**src/rtl/alu_arb_pkg.sv**
```systemverilog
`default_nettype none
// ============================================================================
//  Module      : alu_arb_pkg
//  Description : Shared definitions for the ALU request arbiter.
//                - OP_W / MOVI_W : widths of the op code and operand-B select.
//                - alu_op_t      : one ALU operation as seen by the ALU port.
//                - rr_pick()     : round-robin winner search (up to 8 requesters).
//  Revision    : 1.0  initial release
// ============================================================================
package alu_arb_pkg;

    localparam int OP_W   = 4;
    localparam int MOVI_W = 2;
    localparam int ALU_DW = 8;

    typedef struct packed {
        logic [OP_W-1:0]   op;
        logic [MOVI_W-1:0] movi;
        logic [ALU_DW-1:0] reg_a;
        logic [ALU_DW-1:0] reg_b;
        logic [ALU_DW-1:0] mem;
        logic [ALU_DW-1:0] imm;
    } alu_op_t;

    // First set bit of vld at or after ptr, wrapping n-1 -> 0. Only the low
    // n bits of vld are considered. Returns 0 when nothing is set; callers
    // qualify the result with |vld. n is a constant at every call site, so
    // the loop flattens into a fixed priority mux.
    function automatic logic [2:0] rr_pick(input logic [7:0]  vld,
                                           input logic [2:0]  ptr,
                                           input int unsigned n);
        logic [2:0]  win;
        logic        found;
        int unsigned idx;
        win   = '0;
        found = 1'b0;
        for (int unsigned k = 0; k < 8; k++) begin
            idx = 32'(ptr) + k;
            if (idx >= n) begin
                idx = idx - n;
            end
            if ((k < n) && !found && vld[idx[2:0]]) begin
                win   = idx[2:0];
                found = 1'b1;
            end
        end
        return win;
    endfunction

endpackage
`default_nettype wire

```
**src/rtl/alu_arb_tag_fifo.sv**
```systemverilog
`default_nettype none
// ============================================================================
//  Module      : alu_arb_tag_fifo
//  Description : In-order tag FIFO holding the issuer index of every op in
//                flight. A pop on an empty FIFO is ignored; a push while full
//                is accepted only together with a pop (pop-then-push).
//  Ports       : clk, rst_n (async, active-low)
//                push/din  - enqueue a tag
//                pop       - dequeue the head tag
//                dout      - head tag
//                full/empty/count - occupancy
//  Revision    : 1.0  initial release
// ============================================================================
module alu_arb_tag_fifo #(
    parameter int WIDTH = 2,
    parameter int DEPTH = 4
) (
    input  logic                    clk,
    input  logic                    rst_n,
    input  logic                    push,
    input  logic [WIDTH-1:0]        din,
    input  logic                    pop,
    output logic [WIDTH-1:0]        dout,
    output logic                    full,
    output logic                    empty,
    output logic [$clog2(DEPTH):0]  count
);
    localparam int PTR_W = $clog2(DEPTH);
    localparam int CNT_W = PTR_W + 1;
    localparam logic [CNT_W-1:0] C_DEPTH = CNT_W'(DEPTH);

    logic [WIDTH-1:0] r_mem [DEPTH];
    logic [PTR_W-1:0] r_wr;
    logic [PTR_W-1:0] r_rd;
    logic [CNT_W-1:0] r_cnt;
    logic             w_do_push;
    logic             w_do_pop;

    assign empty     = (r_cnt == '0);
    assign full      = (r_cnt == C_DEPTH);
    assign w_do_pop  = pop & ~empty;
    assign w_do_push = push & (~full | w_do_pop);
    assign dout      = r_mem[r_rd];
    assign count     = r_cnt;

    // DEPTH is a power of two, so the pointers wrap on their own.
    always_ff @(posedge clk or negedge rst_n) begin
        if (!rst_n) begin
            r_wr  <= '0;
            r_rd  <= '0;
            r_cnt <= '0;
        end else begin
            if (w_do_push) begin
                r_wr <= r_wr + PTR_W'(1);
            end
            if (w_do_pop) begin
                r_rd <= r_rd + PTR_W'(1);
            end
            case ({w_do_push, w_do_pop})
                2'b10:   r_cnt <= r_cnt + CNT_W'(1);
                2'b01:   r_cnt <= r_cnt - CNT_W'(1);
                default: r_cnt <= r_cnt;
            endcase
        end
    end

    always_ff @(posedge clk) begin
        if (w_do_push) begin
            r_mem[r_wr] <= din;
        end
    end

endmodule
`default_nettype wire

```
**src/rtl/alu_req_arbiter.sv**
```systemverilog
`default_nettype none
// ============================================================================
//  Module      : alu_req_arbiter
//  Description : Shares one in-order ALU between NUM_REQ requesters.
//                Round-robin grant (one op per cycle while alu_rdy), registered
//                op fields towards the ALU, and a tag FIFO that routes every
//                result back to the requester that issued it.
//  Config      : `define ALU_ARB_PRIO_EN -> requester 0 has fixed top priority
//                and does not move the RR pointer; 1..NUM_REQ-1 share RR.
//  Ports       : clk, rst_n (async, active-low)
//                req_vld/op/movi/a/b/mem/imm - packed per-requester op, slice i
//                req_gnt    - one-hot accept, combinational, cycle of issue
//                alu_act/op/movi/reg_a/reg_b/mem/imm - registered op to ALU
//                alu_rdy    - ALU can accept an op this cycle
//                ex_alu/ex_alu_vld - in-order ALU result
//                res_data/res_vld  - registered result + one-hot owner
//                outst_cnt  - ops in flight;  err - sticky spurious result
//  Revision    : 1.0  initial release
// ============================================================================
module alu_req_arbiter
    import alu_arb_pkg::*;
#(
    parameter int DATA_WIDTH = 8,
    parameter int NUM_REQ    = 4,
    parameter int MAX_OUTST  = 4
) (
    input  logic                           clk,
    input  logic                           rst_n,
    input  logic [NUM_REQ-1:0]             req_vld,
    input  logic [NUM_REQ*OP_W-1:0]        req_op,
    input  logic [NUM_REQ*MOVI_W-1:0]      req_movi,
    input  logic [NUM_REQ*DATA_WIDTH-1:0]  req_a,
    input  logic [NUM_REQ*DATA_WIDTH-1:0]  req_b,
    input  logic [NUM_REQ*DATA_WIDTH-1:0]  req_mem,
    input  logic [NUM_REQ*DATA_WIDTH-1:0]  req_imm,
    output logic [NUM_REQ-1:0]             req_gnt,
    output logic                           alu_act,
    output logic [OP_W-1:0]                alu_op,
    output logic [MOVI_W-1:0]              alu_movi,
    output logic [DATA_WIDTH-1:0]          alu_reg_a,
    output logic [DATA_WIDTH-1:0]          alu_reg_b,
    output logic [DATA_WIDTH-1:0]          alu_mem,
    output logic [DATA_WIDTH-1:0]          alu_imm,
    input  logic                           alu_rdy,
    input  logic [DATA_WIDTH-1:0]          ex_alu,
    input  logic                           ex_alu_vld,
    output logic [DATA_WIDTH-1:0]          res_data,
    output logic [NUM_REQ-1:0]             res_vld,
    output logic [$clog2(MAX_OUTST):0]     outst_cnt,
    output logic                           err
);
    localparam int IDX_W = $clog2(NUM_REQ);
    localparam logic [IDX_W-1:0] C_LAST = IDX_W'(NUM_REQ - 1);

    logic [IDX_W-1:0]      r_ptr;
    logic [IDX_W-1:0]      w_win;
    logic [IDX_W-1:0]      w_ptr_nxt;
    logic [NUM_REQ-1:0]    w_rr_vld;
    logic                  w_issue;
    logic                  w_full;
    logic                  w_empty;
    logic [IDX_W-1:0]      w_head;

    logic                  r_alu_act;
    logic [OP_W-1:0]       r_alu_op;
    logic [MOVI_W-1:0]     r_alu_movi;
    logic [DATA_WIDTH-1:0] r_alu_a;
    logic [DATA_WIDTH-1:0] r_alu_b;
    logic [DATA_WIDTH-1:0] r_alu_mem;
    logic [DATA_WIDTH-1:0] r_alu_imm;
    logic [DATA_WIDTH-1:0] r_res_data;
    logic [NUM_REQ-1:0]    r_res_vld;
    logic                  r_err;

    // Winner selection and the pointer value to load if this winner issues.
    always_comb begin
        w_rr_vld = req_vld;
`ifdef ALU_ARB_PRIO_EN
        w_rr_vld[0] = 1'b0;
`endif
        w_win     = IDX_W'(rr_pick(8'(w_rr_vld), 3'(r_ptr), NUM_REQ));
`ifdef ALU_ARB_PRIO_EN
        if (req_vld[0]) begin
            w_win = '0;
        end
`endif
        w_ptr_nxt = (w_win == C_LAST) ? '0 : (w_win + IDX_W'(1));
`ifdef ALU_ARB_PRIO_EN
        if (req_vld[0]) begin
            w_ptr_nxt = r_ptr;
        end
`endif
    end

    // A full FIFO may still issue when a result retires in the same cycle.
    assign w_issue = alu_rdy & (|req_vld) & (~w_full | ex_alu_vld);

    // Gated with rst_n so the grant drops the moment reset is asserted.
    always_comb begin
        req_gnt = '0;
        if (w_issue && rst_n) begin
            req_gnt[w_win] = 1'b1;
        end
    end

    alu_arb_tag_fifo #(
        .WIDTH (IDX_W),
        .DEPTH (MAX_OUTST)
    ) u_tag_fifo (
        .clk   (clk),
        .rst_n (rst_n),
        .push  (w_issue),
        .din   (w_win),
        .pop   (ex_alu_vld),
        .dout  (w_head),
        .full  (w_full),
        .empty (w_empty),
        .count (outst_cnt)
    );

    always_ff @(posedge clk or negedge rst_n) begin
        if (!rst_n) begin
            r_ptr      <= '0;
            r_alu_act  <= 1'b0;
            r_alu_op   <= '0;
            r_alu_movi <= '0;
            r_alu_a    <= '0;
            r_alu_b    <= '0;
            r_alu_mem  <= '0;
            r_alu_imm  <= '0;
            r_res_data <= '0;
            r_res_vld  <= '0;
            r_err      <= 1'b0;
        end else begin
            r_alu_act <= w_issue;
            if (w_issue) begin
                r_ptr      <= w_ptr_nxt;
                r_alu_op   <= req_op[w_win*OP_W +: OP_W];
                r_alu_movi <= req_movi[w_win*MOVI_W +: MOVI_W];
                r_alu_a    <= req_a[w_win*DATA_WIDTH +: DATA_WIDTH];
                r_alu_b    <= req_b[w_win*DATA_WIDTH +: DATA_WIDTH];
                r_alu_mem  <= req_mem[w_win*DATA_WIDTH +: DATA_WIDTH];
                r_alu_imm  <= req_imm[w_win*DATA_WIDTH +: DATA_WIDTH];
            end
            r_res_vld <= '0;
            if (ex_alu_vld) begin
                // A result with nothing in flight has no owner: flag it only.
                if (w_empty) begin
                    r_err <= 1'b1;
                end else begin
                    r_res_vld[w_head] <= 1'b1;
                    r_res_data        <= ex_alu;
                end
            end
        end
    end

    assign alu_act   = r_alu_act;
    assign alu_op    = r_alu_op;
    assign alu_movi  = r_alu_movi;
    assign alu_reg_a = r_alu_a;
    assign alu_reg_b = r_alu_b;
    assign alu_mem   = r_alu_mem;
    assign alu_imm   = r_alu_imm;
    assign res_data  = r_res_data;
    assign res_vld   = r_res_vld;
    assign err       = r_err;

endmodule
`default_nettype wire
```
**config.mk**
```make
export PLATFORM = sky130hd
export DESIGN_NAME = alu_req_arbiter
export DESIGN_NICKNAME = d
export VERILOG_FILES = /design/src/rtl/alu_arb_pkg.sv /design/src/rtl/alu_arb_tag_fifo.sv /design/src/rtl/alu_req_arbiter.sv
export SDC_FILE = /design/constraint.sdc
export NUM_CORES = 1
export LEC_CHECK = 0
export ABC_AREA = 1
export BUFFER_PORTS_ARGS = -buffer_cell sky130_fd_sc_hd__buf_2
export CAP_MARGIN = 20
export CORE_MARGIN = 1
export CORE_UTILIZATION = 45
export CTS_CLUSTER_DIAMETER = 60
export DETAILED_ROUTE_END_ITERATION = 7
export PLACE_DENSITY = 0.79
export SYNTH_ARGS = -nofsm -noshare
export SYNTH_HDL_FRONTEND = slang
export SYNTH_HIERARCHICAL = 1
export SYNTH_SLANG_ARGS = --single-unit
```
**constraint.sdc**
```tcl
create_clock -name clk -period 2.4 [get_ports clk]
set_input_delay 0 -clock clk [delete_from_list [all_inputs] [get_ports clk]]
set_output_delay 0 -clock clk [all_outputs]
set_load 0.01 [all_outputs]
```
## Word-level counts from Yosys, hierarchy flattened

Memories as Yosys holds them, arrays and structs flattened.
Index checks and enable logic that the tools add are counted.

- Flip-flop bits (word level): 61
- RAM bits: 8
- Bits of input ports: 168
- Output and inout port bits: 59
- Word-level logic and storage cells: 101
- Memories: 1

Memories:

| name | depth | width | read ports | clocked after Yosys merged registers in | wr ports | RTL line | text |
|---|---|---|---|---|---|---|---|
| u_tag_fifo.r_mem | 4 | 2 | 1 | 0 | 1 | alu_arb_tag_fifo.sv:32 | `logic [WIDTH-1:0] r_mem [DEPTH];` |

- Add/sub/neg operators: 12
- $lt $le $gt $ge: 12
- Equality and inequality tests: 4
- Shifts and indexed selects: 6
- Muxes and demuxes: 30
- Bitwise gates (word level): 8
- Reductions and logical operators: 14

Operators with widths:

| kind | number |
|---|---|
| variable part select 32 x 6 -> 8 bit | 4 |
| < comparator 3 x 4 -> 1 bit, second input constant | 4 |
| variable part select 16 x 5 -> 4 bit | 1 |
| binary-select mux 1 bit (select 3 bit) | 4 |
| two-way mux 3 bit | 4 |
| two-way mux 4 bit | 3 |
| two-way mux 1 bit | 11 |
| two-way mux 2 bit | 5 |
| greater-or-equal comparator 3 bit, second input constant | 3 |
| subtractor 3 bit, second input constant | 3 |
| variable part select 8 x 4 -> 2 bit | 1 |
| adder 2 x 1 -> 2 bit, second input constant | 3 |
| adder 2 x 2 -> 3 bit, second input constant | 2 |
| logical AND 1 bit | 6 |
| < comparator 2 x 3 -> 1 bit, second input constant | 2 |
| one-hot mux 3 bit (2 select lines) | 1 |
| AND 1 bit | 4 |
| demux 1 bit (select 2 bit) | 2 |
| == test 2 bit, second input constant | 2 |
| greater-or-equal comparator 2 x 1 -> 1 bit, second input constant | 2 |
| AND reduction 2 bit | 2 |
| OR reduction 4 bit | 1 |
| adder 2 x 1 -> 3 bit, second input constant | 1 |
| adder 3 x 1 -> 3 bit, second input constant | 1 |
| other kinds (10) | 14 |

## Depth between registers and ports, before layout

Gate-level depths: netlist of run 1.

- Depth in word-level cells: 19
- Mapped depth: 18
- Depth with buffers taken out: 16

## Hierarchy

The synthesis of run 1 kept the hierarchy.

By module, submodules not included:

| module | instances | cells each | area an instance (um^2) | sequential area each (um^2) |
|---|---|---|---|---|
| alu_req_arbiter | 1 | 631 | 4035.1 | 1351.3 |
| alu_arb_tag_fifo | 1 | 84 | 774.5 | 415.4 |

## Least setup slack after synthesis of run 1

No wires, ideal clock.

- Path type: register -> register
- From: reg u_tag_fifo.r_cnt[2] (netlist: u_tag_fifo/count[2])
- To: reg u_tag_fifo.r_cnt[1] (netlist: u_tag_fifo/count[1])
- Library setup time: 0.083 ns
- Data arrival time: 2.149 ns
- Data required time: 2.317 ns
- Slack: 0.168 ns
- Cell stages (with the launch flop): 12
- Buffers on the path: 1
- Period minus slack after synthesis: 2.232 ns
- Cell sequence: dfrtp_1 inv_1 nor3_1 nand2_1 nand2_1 nor2_1 buf_2 nand2_4 ha_1 inv_1 fa_1 o21ai_0

- Cells in the longest elaborated chain, start to end: 7
- Elaborated cells between the ends (all ways): 13
- Those cells by class: 3 x eq/ne; 1 x mux; 7 x bitwise; 2 x reduce/logical

Ends and longest elaborated chain:

| item | RTL line | text |
|---|---|---|
| from (decl) | alu_arb_tag_fifo.sv:35 | `logic [CNT_W-1:0] r_cnt;` |
| from (signal assigned) | alu_arb_tag_fifo.sv:60 | `2'b10: r_cnt <= r_cnt + CNT_W'(1);` |
| from (signal assigned) | alu_arb_tag_fifo.sv:61 | `2'b01: r_cnt <= r_cnt - CNT_W'(1);` |
| from (signal assigned) | alu_arb_tag_fifo.sv:62 | `default: r_cnt <= r_cnt;` |
| == test 3 bit * | alu_arb_tag_fifo.sv:40 | `assign full = (r_cnt == C_DEPTH);` |
| net w_full | alu_req_arbiter.sv:60 | `logic w_full;` |
| inverter 1 bit * | alu_req_arbiter.sv:96 | `assign w_issue = alu_rdy & (\|req_vld) & (~w_full \| ex_alu_vld);` |
| bitwise OR 1 bit * | alu_req_arbiter.sv:96 |  |
| AND 1 bit * | alu_req_arbiter.sv:96 |  |
| net w_issue | alu_req_arbiter.sv:59 | `logic w_issue;` |
| AND 1 bit * | alu_arb_tag_fifo.sv:42 | `assign w_do_push = push & (~full \| w_do_pop);` |
| == test 2 x 1 -> 1 bit / == test 2 bit (equally long branches) | alu_arb_tag_fifo.sv:59 | `case ({w_do_push, w_do_pop})` |
| one-hot mux 3 bit (2 select lines) / nonzero test 2 bit (equally long branches) | n/a |  |

Mark *: on every way through the listed nets, which the timed path passes. The rest lies on a longest branch.
A chain may end at the register's enable or synchronous reset.

## Worst setup path in the final report of run 1

- From: reg r_ptr[1]
- To: out req_gnt[2]

- Cells in the longest elaborated chain, start to end: 19
- Elaborated cells between the ends (all ways): 42
- Those cells by class: 7 x add/sub; 6 x order compare; 22 x mux; 7 x reduce/logical

Ends and longest elaborated chain:

| item | RTL line | text |
|---|---|---|
| from (decl) | alu_req_arbiter.sv:55 | `logic [IDX_W-1:0] r_ptr;` |
| from (signal assigned) | alu_req_arbiter.sv:137 | `r_ptr <= w_ptr_nxt;` |
| branches (longest 13 deep; another with adder 2 x 1 -> 3 bit) | n/a |  |
| two-way mux 2 bit * | alu_arb_pkg.sv:42 | `if ((k < n) && !found && vld[idx[2:0]]) begin` |
| net w_win[0] | alu_req_arbiter.sv:56 | `logic [IDX_W-1:0] w_win;` |
| < comparator 2 x 3 -> 1 bit (implied by the code) / greater-or-equal comparator 2 x 1 -> 1 bit (equally long branches) | alu_req_arbiter.sv:102 | `req_gnt[w_win] = 1'b1;` |
| logical AND 1 bit (implied by the code) | alu_req_arbiter.sv:102 |  |
| two-way mux 1 bit (implied by the code) | alu_req_arbiter.sv:102 |  |
| demux 1 bit (select 2 bit) * | alu_req_arbiter.sv:102 |  |
| two-way mux 4 bit * | alu_req_arbiter.sv:101 | `if (w_issue && rst_n) begin` |
| to (decl) | alu_req_arbiter.sv:36 | `output logic [NUM_REQ-1:0] req_gnt,` |

Mark *: on every way through the listed nets, which the timed path passes. The select of a mux whose other input is x is not followed.

==> flow_summary.yaml, run 1 <==
status:
  run_status: "finished clean"
floorplanning:
  initial_core_util_pct: 46.59
  coreArea_mm2: 0.01032
  rows: 37
  die_h_um: 105.4
  chipWidth_um: 105.4
  die_area_mm2: 0.01110
  io-pin-count: 227
global_routing:
  antenna_found_initial: 0
  grt-ovfl-total: 0
  grt_max_degree: 62
  grt_pass1_wl_um: 23200
  grt_usage_pct: 26.21
  grt_pass1_vias: 4951
synth:
  synth_warnings: 6
  synth_compound_area_share_pct: 1.353
  synth-adder-area-share_pct: 2.237
  synth_top_family_by_area: "simple AND/OR/NAND/NOR gates"
  syn_inst: 715
  synth_xor_area_share_pct: 0.1821
  synthMuxAreaShare_pct: 1.873
  yosys.area.top_type: "nand2_1"
  synthTopCellsByArea: "nand2_1 32%, dfrtp_1 32%, nand3_1 6.7%, nand3_2 6.5%, edfxtp_1 5.0%"
  seq_area_frac_synth_pct: 36.73
  avgSynthCellArea_um2: 6.727
  synth.net_count: 891
  ys_ff_latch: 69
  synth_edf_count: 8
  ys.flop_type: "dfrtp_1"
  synthArstFlopShare_pct: 88.41
  ys_types: 32
  synth_area_mm2: 0.004810
  yosys.area_share.simple_pct: 49.38
  netlist.area_leader.share_pct: 32.39
timing:
  period_share_pct: 95.52
  clock.fmax_mhz: 436.2
  fin_ws_ns: 0.1076
  setup_violations: 0
  finClkSkew_ns: 0.01383
  rsz0062_at_grt: "yes"
  fin_crit_ns: 2.292
  slew_viol_final: 0
  worst_pin_slew_ns: 0.7774
  whs_ns: 0.02437
  hold_violations: 0
  maxSlewHeadroom_pct: 48.17
finish:
  fin_nets: 1117
  syn2layout_area_growth_pct: 34.00
  antenna_cells: 0
  final_util_pct: 62.43
  fill_cells: 975
  stdcell_count: 1082
  layout-drive-gt1-share_pct: 34.14
placed_design:
  dp_worst_setup_slack_ns: 0.08504
  post-dp-hpwl_um: 10170
  port_buffers: 226
  dp_cells: 1050
  globalplace.congestion: 0.8760
clock_network:
  cts_sinks: 69
  clockBufferDepth: 2
  cts_tree: "built"
  cts_max_level: 3
  cts_inserted_buffers: 9
  clk_latency_ns: 0.34
  clkTransAtPathRegs_ns: 0.09
  root_buffer: "clkbuf_8"
power_and_ir_drop:
  power_density_mw_per_mm2: 1695
  seq_power_share_pct: 18.9
  switching_share_pct: 52.53
  p_comb_share_pct: 73.0
  p_clk_share_pct: 8.0
  p_sw_w: 0.005738
  p_leak_nw: 3.863
  internal_power_w: 0.005186
  ir_drop_uv: 920.6
routing:
  drcViolationCount: 0
  drt_iter0_drc: 270
  wl_um: 14440
  num_vias: 5250
  drtAntennaViolNets: 0
  wl_per_cell_um: 13.34
  via_per_inst: 4.852
  first_pass_iters: 4
run:
  max-cap-violations: 0
worst_setup_path:
  reg2reg_slack_ns: 0.16
  required_ns: 2.40
  critical_path.top_delay_family: "simple AND/OR/NAND/NOR gates"
  startpoint: "r_ptr[1]"
  cp_num_buf_inv: 5
  cp_cell_sequence: "inv_2, ha_4, inv_2, nand3_1, nand2_2, a21oi_1, nand2_4, nand2_8, buf_12, inv_4, nor3_1, buf_2"
  crit_fanout: 14
  max_stage_delay_ns: 0.40
  cp_common_cell: "inv_2"
  slowest_stage: "dfrtp_1"
  endpoint_kind: "output pin"
  crit-reg2reg-launch: "r_ptr[1]"
  cp-start-kind: "flip-flop"
  arrival_ns: 2.29
  critical_path_class: "flip-flop to output pin"
worst_hold_path:
  hp-start: "req_a[6]"
  min_path_type: "input port to flip-flop"
[registers in the layout, summed over array words and instances, names as in the netlist, 3 cells and up]
register          flops
u_tag_fifo/count      3
res_vld               4
alu_imm               8
alu_op                4
alu_mem               8
alu_reg_b             8
alu_reg_a             8
res_data              8
u_tag_fifo/r_mem      8
[repair_timing]
item / in CTS / in global routing
endpoints found under the hold margin: 72 / 0
setup endpoints to repair: 4 / 38
pin swaps: 1 / 3
gates cloned: 1 / 1
hold buffers: 10 / 0
resized for setup: 4 / 8
setup buffers: 1 / 3
[stage by stage]
step | area, µm² | power [W] | setup TNS [ns]
2_1_floorplan | 4810 | 0.007697 | 0
3_3_place_gp | 6026 | 0.009406 | 0
3_5_place_dp | 6026 | 0.009474 | 0
4_1_cts | 6370 | 0.01071 | 0
5_1_grt | 6445 | 0.01213 | -0.03523
6_report | 6445 | 0.01092 | 0
[tightest hold or removal path, delay by kind of cell]
| family | cells | cell delay [ns] |
|---|---|---|
| simple gates | 6 | 0.26 |
| buf+inv | 1 | 0.07 |
[layer usage]
layer / track usage [%] / routed length [µm]
met4: 7.545 / 187
met5: 0 / 0
met1: 32.79 / 5889
met3: 3.958 / 951
met2: 46.57 / 7408
[layout make-up]
cell class,instances,area [µm²],share of cell area (%)
Tap cell,136,170.2,2.640
Sequential cell,69,1767,27.41
Clock buffer,9,123.9,1.922
Multi-Input combinational cell,573,2690,41.74
Timing Repair Buffer,257,1516,23.53
Inverter,31,121.4,1.883
Clock inverter,7,56.30,0.8736
[synth_stat cells, types with 2 or more instances]
| cell type | number |
|---|---|
| nor2_2 | 2 |
| inv_1 | 27 |
| inv_2 | 3 |
| nand3_2 | 31 |
| edfxtp_1 | 8 |
| buf_6 | 7 |
| nand3_1 | 64 |
| nand2_2 | 3 |
| o21ai_0 | 6 |
| buf_1 | 3 |
| buf_8 | 3 |
| buf_2 | 24 |
| dfrtp_1 | 61 |
| o21ai_1 | 3 |
| nand2_1 | 415 |
| nand2_4 | 3 |
| mux2_2 | 8 |
| clkbuf_1 | 4 |
| nor2_1 | 15 |
| nor3_1 | 7 |
| ha_1 | 7 |
[layout by cell type, fill, tap and decap left out, types with 4 or more instances in the layout]
master and n:
buf_12 4, buf_2 226, buf_4 11, clkbuf_8 9
clkinvlp_4 4, dfrtp_1 61, dlygate4sd3_1 10, edfxtp_1 8
ha_1 6, inv_1 25, inv_2 4, mux2_2 8
nand2_1 414, nand3_1 63, nand3_2 32, nor2_1 13
nor3_1 7, o21ai_0 6
[logic make-up after synthesis]
kind of cell / after synthesis
AND/OR/NAND/NOR: 544
buffers and inverters: 73
flip-flops: 69
AO/OA/AOI/OAI: 12
multiplexers: 8
adder cells (fa/ha/maj): 8
XOR/XNOR: 1
[worst paths after layout]
check,endpoint,depth (start not counted)
setup reg to reg,alu_reg_b[2],16
max in group asynchronous,res_data[7],3
min in group asynchronous,u_tag_fifo/count[0],3
setup / recovery,req_gnt[2],12
hold / removal,alu_reg_a[6],7
hold reg to reg,err,1
[power by group through the flow]
stage	Sequential, W	Combinational (W)	Clock (W)
after global routing	0.00213	0.00904	0.000961
after floorplan	0.00223	0.00547	0
final	0.00207	0.00798	0.000875
after global placement	0.00207	0.00734	0
after detailed placement	0.00207	0.00741	0
after CTS	0.00206	0.00774	0.000905
Power figures use the tool's default switching activity.
==> run 2: changes to the inputs <==
--- a/config.mk
+++ b/config.mk
@@ -13,6 +13,7 @@
 export CTS_CLUSTER_DIAMETER = 60
 export DETAILED_ROUTE_END_ITERATION = 7
 export PLACE_DENSITY = 0.79
+export SETUP_SLACK_MARGIN = 0.3
 export SYNTH_ARGS = -nofsm -noshare
 export SYNTH_HDL_FRONTEND = slang
 export SYNTH_HIERARCHICAL = 1
==> run 2 against run 1 <==
  * Design area rose by 8.6%
  * Worst setup slack gained 0.042 ns
  * Hold slack worse by 0.0018 ns
  * Highest routed layer unchanged
  * Critical path type unchanged
  * Largest cell class unchanged
==> flow_summary.yaml, run 2 (synthesis results as in run 1) <==
timing:
  maxSlewHeadroom_pct: 59.41
  fin_tns_setup_ns: 0
  slew_viol_final: 0
  rsz0062_at_grt: "yes"
  fin_ws_ns: 0.1497
  fin_crit_ns: 2.250
  setup_violations: 0
  finClkSkew_ns: 0.01316
  clock.fmax_mhz: 444.4
  hold_violations: 0
  worst_pin_slew_ns: 0.6033
  period_share_pct: 93.76
worst_setup_path:
  required_ns: 2.40
  arrival_ns: 2.25
  crit_fanout: 8
  cp-start-kind: "flip-flop"
  endpoint_kind: "output pin"
  critical_path_class: "flip-flop to output pin"
floorplanning:
  rows: 37
  coreArea_mm2: 0.01032
  io-pin-count: 227
  initial_core_util_pct: 46.59
  die_h_um: 105.4
  chipWidth_um: 105.4
  die_area_mm2: 0.01110
global_routing:
  antenna_found_initial: 0
  top_usage_layer: "met2"
  grt_pass1_vias: 5074
  grt_pass1_wl_um: 24120
  globalRouteMet2Util_pct: 48.59
  grt-ovfl-total: 0
  met1_usage_pct: 33.82
  grt_max_degree: 48
  met3_usage_pct: 6.494
  grt_usage_pct: 27.61
finish:
  final_util_pct: 67.80
  final_common_cell: "nand2_1"
  fin_nets: 1144
  mostFrequentLayoutCells: "405 x nand2_1, 226 x buf_2, 59 x dfrtp_1, 57 x nand3_1, 36 x nand3_2"
  syn2layout_area_growth_pct: 45.53
  layout-drive-gt1-share_pct: 38.44
  antenna_cells: 0
routing:
  drcViolationCount: 0
  num_vias: 5503
  via_per_inst: 4.962
  wl_per_cell_um: 14.66
  drt_iter0_drc: 312
  wl_um: 16260
  first_pass_iters: 6
  drtAntennaViolNets: 0
placed_design:
  port_buffers: 226
  post-dp-hpwl_um: 10510
  dp_worst_setup_slack_ns: 0.1544
  globalplace.congestion: 0.8997
clock_network:
  cts_sinks: 69
  clockBufferDepth: 2
  cts_inserted_buffers: 9
  cts_max_level: 3
  root_buffer: "clkbuf_8"
  clkTransAtPathRegs_ns: 0.09
  clk_latency_ns: 0.34
  cts_tree: "built"
power_and_ir_drop:
  ir_drop_uv: 1453
  p_leak_nw: 4.120
  power_density_mw_per_mm2: 1919
status:
  run_status: "finished clean"
run:
  max-cap-violations: 0
worst_hold_path:
  min_path_type: "input port to flip-flop"
-- run 2: what timing repair did --
item,CTS,global route
gates resized for setup,41,29
endpoints found under the hold margin,72,0
cloned,3,7
buffers inserted,14,4
pin swaps,11,14
setup endpoints to repair,46,46
hold buffers,10,0
-- run 2: layout make-up --
type                       instances  area (µm²)
fill                             911        3324
clock buffer                       9       123.9
clock inverter                     7       63.81
tap                              136       170.2
inverter                          31       141.4
sequential                        69        1769
timing repair buffer             284        1933
multi-input combinational        573        2798
-- run 2: worst max-delay path, cell delays in order, from the launching register on --
cell and delay, ns:
dfrtp_1 0.41, inv_4 0.06, ha_4 0.30, inv_4 0.05
nand3_4 0.08, nand2_4 0.08, a21oi_2 0.19, nand2_4 0.11
nand2_8 0.10, buf_12 0.13, clkinv_8 0.06, nor3_2 0.16
buf_2 0.16
-- run 2: worst paths after layout --
path | slack, ns | cells after the start | startpoint | to
worst max-delay path | 0.15 | 12 | r_ptr[0] | req_gnt[2]
worst min-delay path | 0.02 | 7 | req_mem[16] | alu_mem[0]
worst max register to register | 0.21 | 18 | r_ptr[0] | alu_movi[1]
worst min register to register | 0.46 | 1 | err | err
max in group asynchronous | 1.80 | 3 | rst_n | alu_imm[5]
min in group asynchronous | 0.27 | 3 | rst_n | res_data[0]
-- run 2: per-stage QoR --
| stage | hold WS [ns] | cells | power, W | instance area, µm² |
|---|---|---|---|---|
| 2_1_floorplan | -0.2956 | 715 | 0.007700 | 4815 |
| 6_report | 0.02258 | 1109 | 0.01343 | 6999 |
| 4_1_cts | 0.006569 | 1098 | 0.01210 | 6716 |
| 3_3_place_gp | 0.1044 | 1055 | 0.009499 | 6063 |
| 5_1_grt | 0.03000 | 1109 | 0.01455 | 6999 |
| 3_5_place_dp | 0.09908 | 1055 | 0.009609 | 6063 |
-- run 2: where the power goes --
part | switching [W] | internal [W]
registers | 0.000305 | 0.00176
clock network | 0.000517 | 0.000403
logic | 0.00589 | 0.00455
-- run 2: metal layers --
metal  wire [µm]  part of all wire [%]
met1        6759                    42
met5           0                     0
met4         257                   1.6
met3        1190                   7.3
met2        8054                    50
